## src/rtl/if_id_stage.sv

```systemverilog
// ---------------------------------------------------------------------------
// if_id_stage
//
// Fetch stage plus IF/ID pipeline register for the 16-bit, 8-register
// pipelined core. Owns the PC, reads instruction memory combinationally and
// latches the fetched word into IF/ID. Each RUN cycle takes exactly one
// action, in priority order: branch flush, halt, load-use stall, normal fetch.
//
// Ports
//   clk          in   system clock, rising edge
//   rst          in   synchronous active-high reset
//   start        in   one-cycle pulse, IDLE -> RUN
//   hazard       in   load-use stall request from ID (same cycle)
//   br_taken     in   EX-stage taken branch, flushes IF/ID
//   br_target    in   redirect address when br_taken=1
//   halt         in   ID has decoded HLT in the IF/ID instruction
//   imem_addr    out  instruction-memory address (always equals pc)
//   imem_rdata   in   instruction at imem_addr (combinational read)
//   pc_if_id     out  PC+1 of the instruction held in IF/ID
//   insn_if_id   out  instruction held in IF/ID
//   valid_if_id  out  IF/ID holds a real instruction
//   bubble_id_ex out  ID/EX must load a NOP this cycle (combinational)
//   halted       out  core has executed HLT (registered)
//   stall_cnt    out  saturating count of hazard-stall cycles
//   flush_cnt    out  saturating count of branch flushes
// ---------------------------------------------------------------------------
module if_id_stage #(
  parameter int              PC_W     = 16,
  parameter int              INSN_W   = 16,
  parameter logic [PC_W-1:0] RESET_PC = '0
) (
  input  logic              clk,
  input  logic              rst,
  input  logic              start,
  input  logic              hazard,
  input  logic              br_taken,
  input  logic [PC_W-1:0]   br_target,
  input  logic              halt,
  output logic [PC_W-1:0]   imem_addr,
  input  logic [INSN_W-1:0] imem_rdata,
  output logic [PC_W-1:0]   pc_if_id,
  output logic [INSN_W-1:0] insn_if_id,
  output logic              valid_if_id,
  output logic              bubble_id_ex,
  output logic              halted,
  output logic [15:0]       stall_cnt,
  output logic [15:0]       flush_cnt
);

  localparam logic [1:0] ST_IDLE   = 2'd0;
  localparam logic [1:0] ST_RUN    = 2'd1;
  localparam logic [1:0] ST_HALTED = 2'd2;

  localparam logic [PC_W-1:0] PC_ONE = {{(PC_W-1){1'b0}}, 1'b1};

  logic [1:0]        r_state;
  logic [PC_W-1:0]   r_pc;
  logic [PC_W-1:0]   r_pc_if_id;
  logic [INSN_W-1:0] r_insn_if_id;
  logic              r_valid_if_id;
  logic              r_halted;
  logic [15:0]       r_stall_cnt;
  logic [15:0]       r_flush_cnt;

  logic              w_run;
  logic              w_flush;
  logic              w_halt;
  logic              w_stall;
  logic              w_normal;
  logic [PC_W-1:0]   w_pc_inc;

  assign w_run    = (r_state == ST_RUN);
  // Halt and hazard both refer to the instruction in IF/ID, so they only
  // count when that slot is occupied; a flush discards both.
  assign w_flush  = w_run & br_taken;
  assign w_halt   = w_run & ~br_taken & halt & r_valid_if_id;
  assign w_stall  = w_run & ~br_taken & ~w_halt & hazard & r_valid_if_id;
  assign w_normal = w_run & ~w_flush & ~w_halt & ~w_stall;
  assign w_pc_inc = r_pc + PC_ONE;

  always_ff @(posedge clk) begin
    if (rst) begin
      r_state       <= ST_IDLE;
      r_pc          <= RESET_PC;
      r_pc_if_id    <= '0;
      r_insn_if_id  <= '0;
      r_valid_if_id <= 1'b0;
      r_halted      <= 1'b0;
      r_stall_cnt   <= '0;
      r_flush_cnt   <= '0;
    end else begin
      case (r_state)
        ST_IDLE: begin
          if (start) begin
            r_state <= ST_RUN;
          end
        end
        ST_RUN: begin
          if (w_flush) begin
            r_pc          <= br_target;
            r_valid_if_id <= 1'b0;
            r_insn_if_id  <= '0;
            if (r_flush_cnt != 16'hFFFF) begin
              r_flush_cnt <= r_flush_cnt + 16'd1;
            end
          end else if (w_halt) begin
            r_valid_if_id <= 1'b0;
            r_halted      <= 1'b1;
            r_state       <= ST_HALTED;
          end else if (w_stall) begin
            if (r_stall_cnt != 16'hFFFF) begin
              r_stall_cnt <= r_stall_cnt + 16'd1;
            end
          end else if (w_normal) begin
            r_pc          <= w_pc_inc;
            r_pc_if_id    <= w_pc_inc;
            r_insn_if_id  <= imem_rdata;
            r_valid_if_id <= 1'b1;
          end
        end
        default: begin
          // HALTED: everything frozen until reset.
        end
      endcase
    end
  end

  assign imem_addr    = r_pc;
  assign pc_if_id     = r_pc_if_id;
  assign insn_if_id   = r_insn_if_id;
  assign valid_if_id  = r_valid_if_id & w_run;
  assign bubble_id_ex = w_flush | w_halt | w_stall;
  assign halted       = r_halted;
  assign stall_cnt    = r_stall_cnt;
  assign flush_cnt    = r_flush_cnt;

endmodule
```

## config.mk

```make
export PLATFORM = sky130hd
export DESIGN_NAME = if_id_stage
export DESIGN_NICKNAME = d
export VERILOG_FILES = /design/src/rtl/if_id_stage.sv
export SDC_FILE = /design/constraint.sdc
export NUM_CORES = 1
export LEC_CHECK = 0
export CELL_PAD_IN_SITES_DETAIL_PLACEMENT = 0
export CELL_PAD_IN_SITES_GLOBAL_PLACEMENT = 1
export CORE_ASPECT_RATIO = 1.75
export CORE_MARGIN = 2
export CORE_UTILIZATION = 46
export DETAILED_ROUTE_END_ITERATION = 8
export DONT_BUFFER_PORTS = 1
export PLACE_DENSITY_LB_ADDON = 0.1
export REMOVE_ABC_BUFFERS = 1
export SKIP_LAST_GASP = 1
export SLEW_MARGIN = 10
export SYNTH_ARGS = -nofsm -noshare
export SYNTH_HDL_FRONTEND = slang
export SYNTH_SLANG_ARGS = --single-unit
```

## constraint.sdc

```tcl
create_clock -name clk -period 2.35 [get_ports clk]
set_input_delay 0.3525 -clock clk [delete_from_list [all_inputs] [get_ports clk]]
set_output_delay 0.3525 -clock clk [all_outputs]
set_load 0.02 [all_outputs]
```

# --- Word level (Yosys, flattened, before mapping) ---
# Index checks and enable logic that the tools add are counted.
word_totals:
  regBits: 84
  out_inout_bits: 83
  elab_cells: 64
  in_bits: 38
op_classes:
  eq_ne: 9
  n_reduce_logical: 11
  muxes: 16
  bitwise: 17
  n_addsub: 3
op_table:
  columns: ["operator", "n"]
  rows:
  - ["two-way mux 16 bit", 8]
  - ["adder 16 x 1 -> 16 bit (second input constant)", 3]
  - ["!= test 16 bit (second input constant)", 2]
  - ["AND 1 bit", 11]
  - ["AND reduction 5 bit", 2]
  - ["AND reduction 3 bit", 3]
  - ["!= test 2 bit (second input constant)", 4]
  - ["AND reduction 4 bit", 2]
  - ["two-way mux 2 bit", 3]
  - ["two-way mux 1 bit", 4]
  - ["inverter 1 bit", 4]
  - ["case mux 2 bit (2 select lines)", 1]
  - ["nonzero test 2 bit", 2]
  - ["!= test 3 bit (second input constant)", 1]
  - ["nonzero test 3 bit", 1]
  - ["equality test 2 x 1 -> 1 bit (second input constant)", 1]
  - ["logical NOT 2 bit", 1]
  - ["!= test 2 x 1 -> 1 bit (second input constant)", 1]
  - ["OR 1 bit", 2]

# --- Depth between registers and ports, before layout ---
# Gate-level depths: netlist (run 1).
depth:
  depth_word: 14
  depth_mapped: 6
  ltp_nobuf: 5

# --- Worst setup path after synthesis (run 1) ---
# Ideal clock, no wire load.
synth_path:
  path_kind: "reg2reg"
  from: "register r_flush_cnt[0] (netlist: flush_cnt[0])"
  to: "register r_flush_cnt[12] (netlist: flush_cnt[12])"
  required_ns: 2.279
  setup_time_ns: 0.071
  path_stages_with_launch: 6
  arrival_time_ns: 1.796
  synth_period_minus_slack_ns: 1.867
  slack_ns: 0.483
  path_cell_list: "dfxtp_1 ha_1 nand2_1 or4_4 or4_1 a21oi_1"
synth_between:
  elab_chain_len: 2
synth_lines:
  columns: ["item", "line", "text"]
  rows:
  - ["start: declaration", "63", "logic [15:0] r_flush_cnt;"]
  - ["start signal: assignment", "104", "r_flush_cnt <= r_flush_cnt + 16'd1;"]
  - ["branches (longest 2 deep; another with adder 16 x 1 -> 16 bit)", null, null]
# Parallel ways; which one is timed is not known.
# A chain may end at the register's enable or synchronous reset.

# --- Final worst setup path (run 1) ---
layout_path:
  from: "register r_state[0]"
  to: "register r_pc_if_id[11] (netlist: pc_if_id[11])"
layout_between:
  elab_chain_len: 11
layout_lines:
  columns: ["item", "line", "text"]
  rows:
  - ["start: declaration", "56", "logic [1:0] r_state;"]
  - ["start signal: assignment", "83", "r_state <= ST_IDLE;"]
  - ["start signal: assignment", "95", "r_state <= ST_RUN;"]
  - ["start signal: assignment", "109", "r_state <= ST_HALTED;"]
  - ["equality test 2 x 1 -> 1 bit (*)", "72, 92", null]
  - ["AND 1 bit", "76, 77", null]
  - ["AND 1 bit (2 in a row)", "76", "assign w_halt = w_run & ~br_taken & halt & r_valid_if_id;"]
  - ["inverter 1 bit (no source line)", null, null]
  - ["AND 1 bit (3 in a row)", "77", "assign w_stall = w_run & ~br_taken & ~w_halt & hazard & r_valid_if_id;"]
  - ["inverter 1 bit (no source line)", null, null]
  - ["AND 1 bit", "78", "assign w_normal = w_run & ~w_flush & ~w_halt & ~w_stall;"]
  - ["AND reduction 5 bit (no source line) (*)", null, null]
  - ["end signal: assignment", "116", "r_pc_if_id <= w_pc_inc;"]
  - ["end: declaration", "58", "logic [PC_W-1:0] r_pc_if_id;"]
# Mark *: on every way between the ends. The rest lies on a longest branch, timed or not.

==> impl_metrics.ini, run 1 <==
[worst_setup_path]
setup.worst_path.end = pc_if_id[11]
ff2ff_setup_slack_ps = 270
startpoint_type = register
r2r_end = pc_if_id[11]
path_cells = or3b_2, nor2_4, buf_4, nor2_1, nor3_1
critPathSlowestCell = or3b_2
worstRegToRegCells = 5
crit_type = register to register
r2r_start = r_state[0]
cp_max_fo = 19
critical_path_depth = 5
path_buf_inv = 1
critPathTopFamily = simple AND/OR/NAND/NOR gates
end_kind = register
worstPathRequired_ps = 2610
startpoint = r_state[0]
crit_arrival_ps = 2340
slowest_delay_ps = 600

[global_routing]
grt_max_degree = 89
grt.total_usage_pct = 23.9
grt-ovfl-total = 0
grt_pass1_wl_um = 17500
grt_pass1_vias = 3403
grt_antenna_before_repair = 0

[floorplan]
coreArea_um2 = 8670
io_pins = 121
die_area_um2 = 9650
dieHeight_um = 128
initial_core_util_pct = 47.0
row_count = 45
dieWidth_um = 75.1

[synthesis]
synth_seq_cells = 84
yosysTopAreaCell = dfxtp_1
yosys_warnings = 0
netlist_area_um2 = 4070
ys.flop_type = dfxtp_1
synth.area.top_cells = dfxtp_1 41%, a21oi_1 6.4%, nand3_1 4.4%
ys_seq_area_share_pct = 41.3
syn_area_per_cell_um2 = 8.33
yosysMostFrequentCell = dfxtp_1
synth-async-reset-ratio_pct = 0
synth_common_cells = 84 x dfxtp_1, 52 x a21oi_1, 43 x nand2_1, 43 x nor2_1, 36 x nand3_1
synth.distinct_cells = 52
synth_top_area_share_pct = 41.3
synth_cells = 489
synth-edff-count = 0

[cts]
cts_resized = 0
path_clk_slew_ps = 60
cts_buffers = 9
cts_root_buf = clkbuf_16
cts_tree = built
postCtsSetupBuffers = 0
clock_path_buffers = 2
cts_sinks = 84
cts_max_level = 3
insertion_delay_ps = 340
cts_hold_buf = 0

[timing]
hold_viol_final = 0
period_share_pct = 88.4
fin_ws_ps = 272
relSlewSlack_pct = 64.3
setup-tns-final_ps = 0
drv_slew = 0
worstMarginPinSlew_ps = 536
rsz0062_at_grt = false
max_freq_ghz = 0.481
period_minus_slack_ps = 2080
fin_worst_skew_ps = 7.95
setup_viol = 0

[place]
dpl.hpwl_um = 8150
portBuffers = 0
place_ws_ps = 283
placedCellCount = 607
place_congestion = 0.792

[final_layout]
utilization_pct = 53.1
drive_gt1_share_pct = 14.4
antenna_cells = 0
layout.nets = 542
syn_to_final_growth_pct = 13.0
stdcell_count = 623

[min_path]
hold_path_class = primary input to register

[flow_run]
cap_viol_max_count = 0

[drt]
vias = 3686
wl_per_cell_um = 18.4
drtIter0Drc = 219
drcViolationCount = 0
postRouteAntennaNets = 0
viasPerCell = 5.92
routed_wl_um = 11500
dr.pass1.iters = 6

[power]
p_leak_nw = 1.53
power.density_nw_per_um2 = 699
irDropWorstVdd_v = 0.000388

[outcome]
status = completed
==> how the worst min path moves through the flow <==
stage               from            end  slack [ps]  cells after the start
finish               rst  insn_if_id[0]          80                      1
global route         rst   stall_cnt[8]          60                      1
CTS                  rst  insn_if_id[0]          70                      1
detailed placement   rst  insn_if_id[0]         430                      1
global placement     rst  insn_if_id[4]         430                      1
floorplan            rst  flush_cnt[10]         420                      1
==> final cells by class <==
class                           count  area [um^2]
Clock buffer                       12          267
Fill cell                         893         4070
Inverter                            9         33.8
Clock inverter                      4         22.5
Multi-Input combinational cell    369         2240
Tap cell                          117          146
Timing Repair Buffer               28          210
Sequential cell                    84         1680
==> layout by cell type (no fill, tap or decap), drive strengths merged, types with 2 or more instances in the layout <==
master   n
o221a    3
xor2     4
or4      9
and4     3
ha       3
xnor2    5
o21a     2
mux2    13
and3     6
inv      9
nor4    11
dfxtp   84
o31ai    7
nor3b    2
nor3    16
buf     28
nand3   36
nor2    44
nor2b   15
clkbuf  12
a31o     2
nand4   17
nand2   43
nor4b    3
or3      7
clkinv   3
a22oi    3
o41ai    5
mux2i    6
o311ai   4
a211oi  14
a21oi   52
or3b     2
o221ai   2
o21ai   19
and2     2
==> per-stage QoR <==
step	total power [mW]	area (um^2)	hold slack, ps
final	3.22	4600	75.9
after detailed placement	1.88	4310	430
after floorplan	1.78	3960	422
after global placement	1.88	4310	430
after CTS	3.25	4600	72.3
after global routing	3.35	4600	63.9
==> where the power goes <==
group / leakage [nW] / switching (mW) / internal [mW]
clock network: 0.144 / 0.571 / 0.797
registers: 0.683 / 0.0791 / 1.48
logic: 0.706 / 0.186 / 0.105
==> registers in the layout (all words and copies together), names as in the netlist <==
signal / flops
imem_addr: 16
pc_if_id: 16
r_state: 2
flush_cnt: 16
halted: 1
insn_if_id: 16
stall_cnt: 16
r_valid_if_id: 1
==> metal layers <==
| metal | wire [um] | global-route usage [%] | vias up |
|---|---|---|---|
| met4 | 136 | 7.02 | 0 |
| met5 | 0 | 0 | - |
| met1 | 4280 | 24.6 | 1745 |
| li1 | - | - | 1842 |
| met3 | 744 | 8.61 | 10 |
| met2 | 6300 | 43.9 | 89 |
==> logic make-up after synthesis <==
logic type	after synthesis	share of synthesized area, %
compound gates	117	18.0
xor+xnor	9	1.93
fa+ha+maj	3	0.921
buf+inv	36	3.72
flops	84	41.3
mux	19	5.07
simple gates	221	29.1
(Power assumes the default switching activity.)
==> inputs of run 2 (changes only) <==
--- a/config.mk
+++ b/config.mk
@@ -9,7 +9,7 @@
 export CELL_PAD_IN_SITES_GLOBAL_PLACEMENT = 1
 export CORE_ASPECT_RATIO = 1.75
 export CORE_MARGIN = 2
-export CORE_UTILIZATION = 46
+export CORE_UTILIZATION = 47
 export DETAILED_ROUTE_END_ITERATION = 8
 export DONT_BUFFER_PORTS = 1
 export PLACE_DENSITY_LB_ADDON = 0.1
==> constraint.sdc (replaced) <==
create_clock -name clk -period 2.6 [get_ports clk]
set_input_delay 0.39 -clock clk [delete_from_list [all_inputs] [get_ports clk]]
set_output_delay 0.39 -clock clk [all_outputs]
set_load 0.02 [all_outputs]
==> run 2 against run 1 <==
Non-clock buffer count shrank 15. Flip-flop and latch count did not move. Wire length shrank 3.6%. Combinational power shrank 23%. Sequential power decreased by 8%. Total power down 5.3%. Worst setup slack better by 220 ps. Global-route usage shrank 0.29 points. Critical path depth is 1 lower. Design area decreased by 1.7%. Worst hold slack improved by 44 ps. Critical path type unchanged.
==> impl_metrics.ini, run 2 (synthesized netlist as in run 1, its figures left out) <==
[outcome]
status = completed

[cts]
path_clk_slew_ps = 60
insertion_delay_ps = 330
cts_max_level = 3
cts_buffers = 9
cts_sinks = 84
cts_hold_buf = 0
cts_resized = 0
cts_tree = built
cts_root_buf = clkbuf_16
postCtsSetupBuffers = 0
clock_path_buffers = 2

[final_layout]
final_cell_mix = 84 x dfxtp_1, 52 x a21oi_1, 43 x nand2_1, 43 x nor2_1, 36 x nand3_1
syn_to_final_growth_pct = 11.1
antenna_cells = 0
drive_gt1_share_pct = 11.6
stdcell_count = 607
mostFrequentLayoutCell = dfxtp_1
layout.nets = 527
utilization_pct = 52.9
stdcell_area_um2 = 4530

[place]
place_ws_ps = 515
place_area_um2 = 4200
dpl.hpwl_um = 7650
portBuffers = 0
placedCellCount = 592
place_congestion = 0.825

[power]
p_leak_nw = 1.47
p_int_mw = 2.31
combinationalPowerShare_pct = 7.4
power.density_nw_per_um2 = 673
seqPwrFrac_pct = 47.1
power_mw = 3.05
irDropWorstVdd_v = 0.000402
p_sw_uw = 740
power.share.switching_pct = 24.3
pwr-share-clk_pct = 45.6

[floorplan]
io_pins = 121
coreArea_um2 = 8560
row_count = 45
die_area_um2 = 9460
initial_core_util_pct = 47.6
dieHeight_um = 127
dieWidth_um = 74.4

[timing]
period_minus_slack_ps = 2110
drv_slew = 0
holdWs_ps = 120
rsz0062_at_grt = false
fin_ws_ps = 494
fin_worst_skew_ps = 7.22
setup_viol = 0
period_share_pct = 81.0
hold_viol_final = 0
setup-tns-final_ps = 0
relSlewSlack_pct = 56.7
worstMarginPinSlew_ps = 644
max_freq_ghz = 0.475

[worst_setup_path]
path_cells = nand4_1, nor3_2, a211oi_1, mux2_2
end_kind = register
crit_type = register to register
cp_max_fo = 9
slowest_delay_ps = 560
startpoint_type = register
crit_arrival_ps = 2330
worstPathRequired_ps = 2820
critPathSlowestCell = nor3_2

[drt]
dr_wl_met2_um = 5890
wl_per_cell_um = 18.2
vias = 3663
drcViolationCount = 0
top_layer = met4
dr.pass1.iters = 4
wl_met3_um = 684
postRouteAntennaNets = 0
drt-met1-wl_um = 4230
routed_wl_um = 11000
drtIter0Drc = 226
viasPerCell = 6.03

[global_routing]
grt_max_degree = 89
grt_pass1_wl_um = 17300
grt-ovfl-total = 0
grt.total_usage_pct = 23.6
grt_antenna_before_repair = 0
grt_pass1_vias = 3475

[flow_run]
cap_viol_max_count = 0

[min_path]
hold_path_class = primary input to register
==> run 2: changes by cell type in the layout (fill, tap and decap cells not counted) <==
cell / before / now
buf_4: 28 / 13
bufinv_16: 0 / 2
clkinv_2: 3 / 1
clkbuf_8: 3 / 2
==> run 2: cell type report <==
cell class / count / area (um^2)
fillers: 846 / 4030
multi-input cells: 369 / 2240
flip-flops and latches: 84 / 1680
clock buffers: 11 / 253
well taps: 117 / 146
repair buffers: 13 / 97.6
clock inverters: 4 / 72.6
inverters: 9 / 33.8
==> run 2: layer usage <==
layer | global-route usage (%) | vias up
met5 | 0 | -
met1 | 25.5 | 1726
li1 | - | 1810
met3 | 7.10 | 16
met4 | 11.6 | 0
met2 | 40.7 | 111
==> run 2: worst paths after layout <==
path | from | slack [ps] | endpoint | depth (start not counted)
hold reg to reg | pc_if_id[13] | 560 | pc_if_id[13] | 2
setup / recovery | stall_cnt[7] | 490 | stall_cnt[7] | 4
setup reg to reg | stall_cnt[7] | 490 | stall_cnt[7] | 4
hold / removal | rst | 120 | insn_if_id[6] | 1
==> run 2: critical path, delay by kind of cell (launching register included) <==
kind             cells  cell delay, ps
flip-flops           1             550
AO/OA/AOI/OAI        1             220
multiplexers         1             300
AND/OR/NAND/NOR      2             920
==> run 2: power by group through the flow <==
| stage | clock, mW | sequential [mW] | combinational [mW] |
|---|---|---|---|
| floorplan | 0 | 1.47 | 0.139 |
| global placement | 0 | 1.46 | 0.221 |
| detailed placement | 0 | 1.46 | 0.225 |
| CTS | 1.43 | 1.43 | 0.225 |
| global route | 1.48 | 1.44 | 0.252 |
| finish | 1.39 | 1.43 | 0.224 |
==> inputs of run 3 (changes only) <==
--- a/config.mk
+++ b/config.mk
@@ -9,7 +9,7 @@
 export CELL_PAD_IN_SITES_GLOBAL_PLACEMENT = 1
 export CORE_ASPECT_RATIO = 1.75
 export CORE_MARGIN = 2
-export CORE_UTILIZATION = 47
+export CORE_UTILIZATION = 46
 export DETAILED_ROUTE_END_ITERATION = 8
 export DONT_BUFFER_PORTS = 1
 export PLACE_DENSITY_LB_ADDON = 0.1
==> constraint.sdc (replaced) <==
create_clock -name clk -period 2 [get_ports clk]
set_input_delay 0.3 -clock clk [delete_from_list [all_inputs] [get_ports clk]]
set_output_delay 0.3 -clock clk [all_outputs]
set_load 0.02 [all_outputs]
==> run 3 against run 2 <==
Sequential power up 29%. First-iteration DRC count down 24%. Sequential share of layout area down 2.5 points. Clock power up 18%. Flip-flop and latch count unchanged. Worst setup slack worse by 420 ps. Critical path type unchanged. Largest cell class unchanged.
==> impl_metrics.ini, run 3 (synthesized netlist as in run 1, its figures left out) <==
[min_path]
hold_path_class = primary input to register
hold_depth = 1

[final_layout]
syn_to_final_growth_pct = 19.1
n_fill_cell = 851
final_cell_mix = 84 x dfxtp_1, 54 x buf_4, 52 x a21oi_1
drive_gt1_share_pct = 18.8
mostFrequentLayoutCell = dfxtp_1
layout.nets = 570
antenna_cells = 0

[floorplan]
dieWidth_um = 75.1
dieHeight_um = 128
initial_core_util_pct = 47.0
coreArea_um2 = 8670
io_pins = 121
row_count = 45
die_area_um2 = 9650

[drt]
routed_wl_um = 11700
drtIter0Drc = 171
wl_per_cell_um = 18.0
drcViolationCount = 0
postRouteAntennaNets = 0
dr.pass1.iters = 4
viasPerCell = 5.98
vias = 3884

[timing]
max_freq_ghz = 0.520
worstMarginPinSlew_ps = 626
fin_worst_skew_ps = 4.29
setup-tns-final_ps = 0
fin_ws_ps = 76.8
drv_slew = 0
relSlewSlack_pct = 57.9
hold_viol_final = 0
period_minus_slack_ps = 1920
setup_viol = 0
holdWs_ps = 28.5
period_share_pct = 96.2

[power]
combinationalPowerShare_pct = 9.2
irDropWorstVdd_v = 0.000464
p_leak_nw = 1.69
seqPwrFrac_pct = 47.9
power_mw = 3.83
pwr-share-clk_pct = 42.9
power.density_nw_per_um2 = 790
power.share.switching_pct = 24.5
p_int_mw = 2.89
p_sw_uw = 940

[cts]
cts_buffers = 9
cts_sinks = 84
cts_tree = built
path_clk_slew_ps = 60
cts_hold_buf = 0
postCtsSetupBuffers = 0
cts_max_level = 3
insertion_delay_ps = 330
cts_root_buf = clkbuf_16
clock_path_buffers = 2
cts_resized = 0

[worst_setup_path]
startpoint_type = register
end_kind = register
crit_type = register to register
worstRegToRegCells = 5
cp_max_fo = 8
crit_arrival_ps = 2150
path_buf_inv = 1
critPathTopFamily = simple AND/OR/NAND/NOR gates
critPathSlowestCell = dfxtp_1
worstPathRequired_ps = 2220
critical_path_depth = 5
path_cells = and4bb_4, nand4_1, buf_4, a211oi_1, mux2_2
slowest_delay_ps = 460

[global_routing]
grt-ovfl-total = 0
grt_pass1_wl_um = 18200
grt.total_usage_pct = 24.4
grt_pass1_vias = 3744
grt_max_degree = 89
grt_antenna_before_repair = 0

[outcome]
status = completed

[flow_run]
cap_viol_max_count = 0

[place]
place_congestion = 0.803
portBuffers = 0
dpl.hpwl_um = 8410
place_ws_ps = 69.7
## run 3: path summary, 6_finish.rpt
| kind | from | end | slack (ps) |
|---|---|---|---|
| max | r_state[0] | stall_cnt[7] | 80 |
| min | rst | insn_if_id[0] | 30 |
| max reg2reg | r_state[0] | stall_cnt[7] | 80 |
| min reg2reg | stall_cnt[1] | stall_cnt[1] | 510 |
## run 3: layout make-up
type                    count  area [um^2]  share of cell area, %
multi-input cells         369         2260                   46.6
clock buffers              12          256                   5.28
well taps                 117          146                   3.02
flip-flops and latches     84         1680                   34.6
repair buffers             56          437                   9.00
clock inverters             2         35.0                  0.722
inverters                   9         33.8                  0.696
## run 3: worst register-to-register path: cells and delay by family, from the launching register on
kind	cells	cell delay, ps
flip-flops	1	460
buffers and inverters	1	220
multiplexers	1	360
AND/OR/NAND/NOR	2	530
AO/OA/AOI/OAI	1	250
## run 3: power groups by stage
| stage | Clock (mW) | Sequential (mW) | Combinational [mW] |
|---|---|---|---|
| 2_1_floorplan | 0 | 1.91 | 0.181 |
| 3_3_place_gp | 0 | 1.87 | 0.341 |
| 3_5_place_dp | 0 | 1.87 | 0.352 |
| 4_1_cts | 1.69 | 1.84 | 0.353 |
| 5_1_grt | 1.76 | 1.84 | 0.391 |
| 6_report | 1.64 | 1.84 | 0.353 |
## run 3: metal layers
metal	GRT usage, %	up-vias	wire, um
li1	-	1896	-
met1	25.3	1870	4350
met2	44.7	105	6400
met3	7.75	13	772
met4	8.36	0	188
met5	0	-	0
## run 3: metrics by stage
| stage | cell area, um^2 | std cells | util, % |
|---|---|---|---|
| 2_1_floorplan | 3960 | 462 | - |
| 5_1_grt | 4850 | 649 | 56.0 |
| 4_1_cts | 4830 | 649 | 55.7 |
| 6_report | 4850 | 649 | 56.0 |
| 3_3_place_gp | 4540 | 635 | 52.3 |
| 3_5_place_dp | 4540 | 635 | 52.3 |
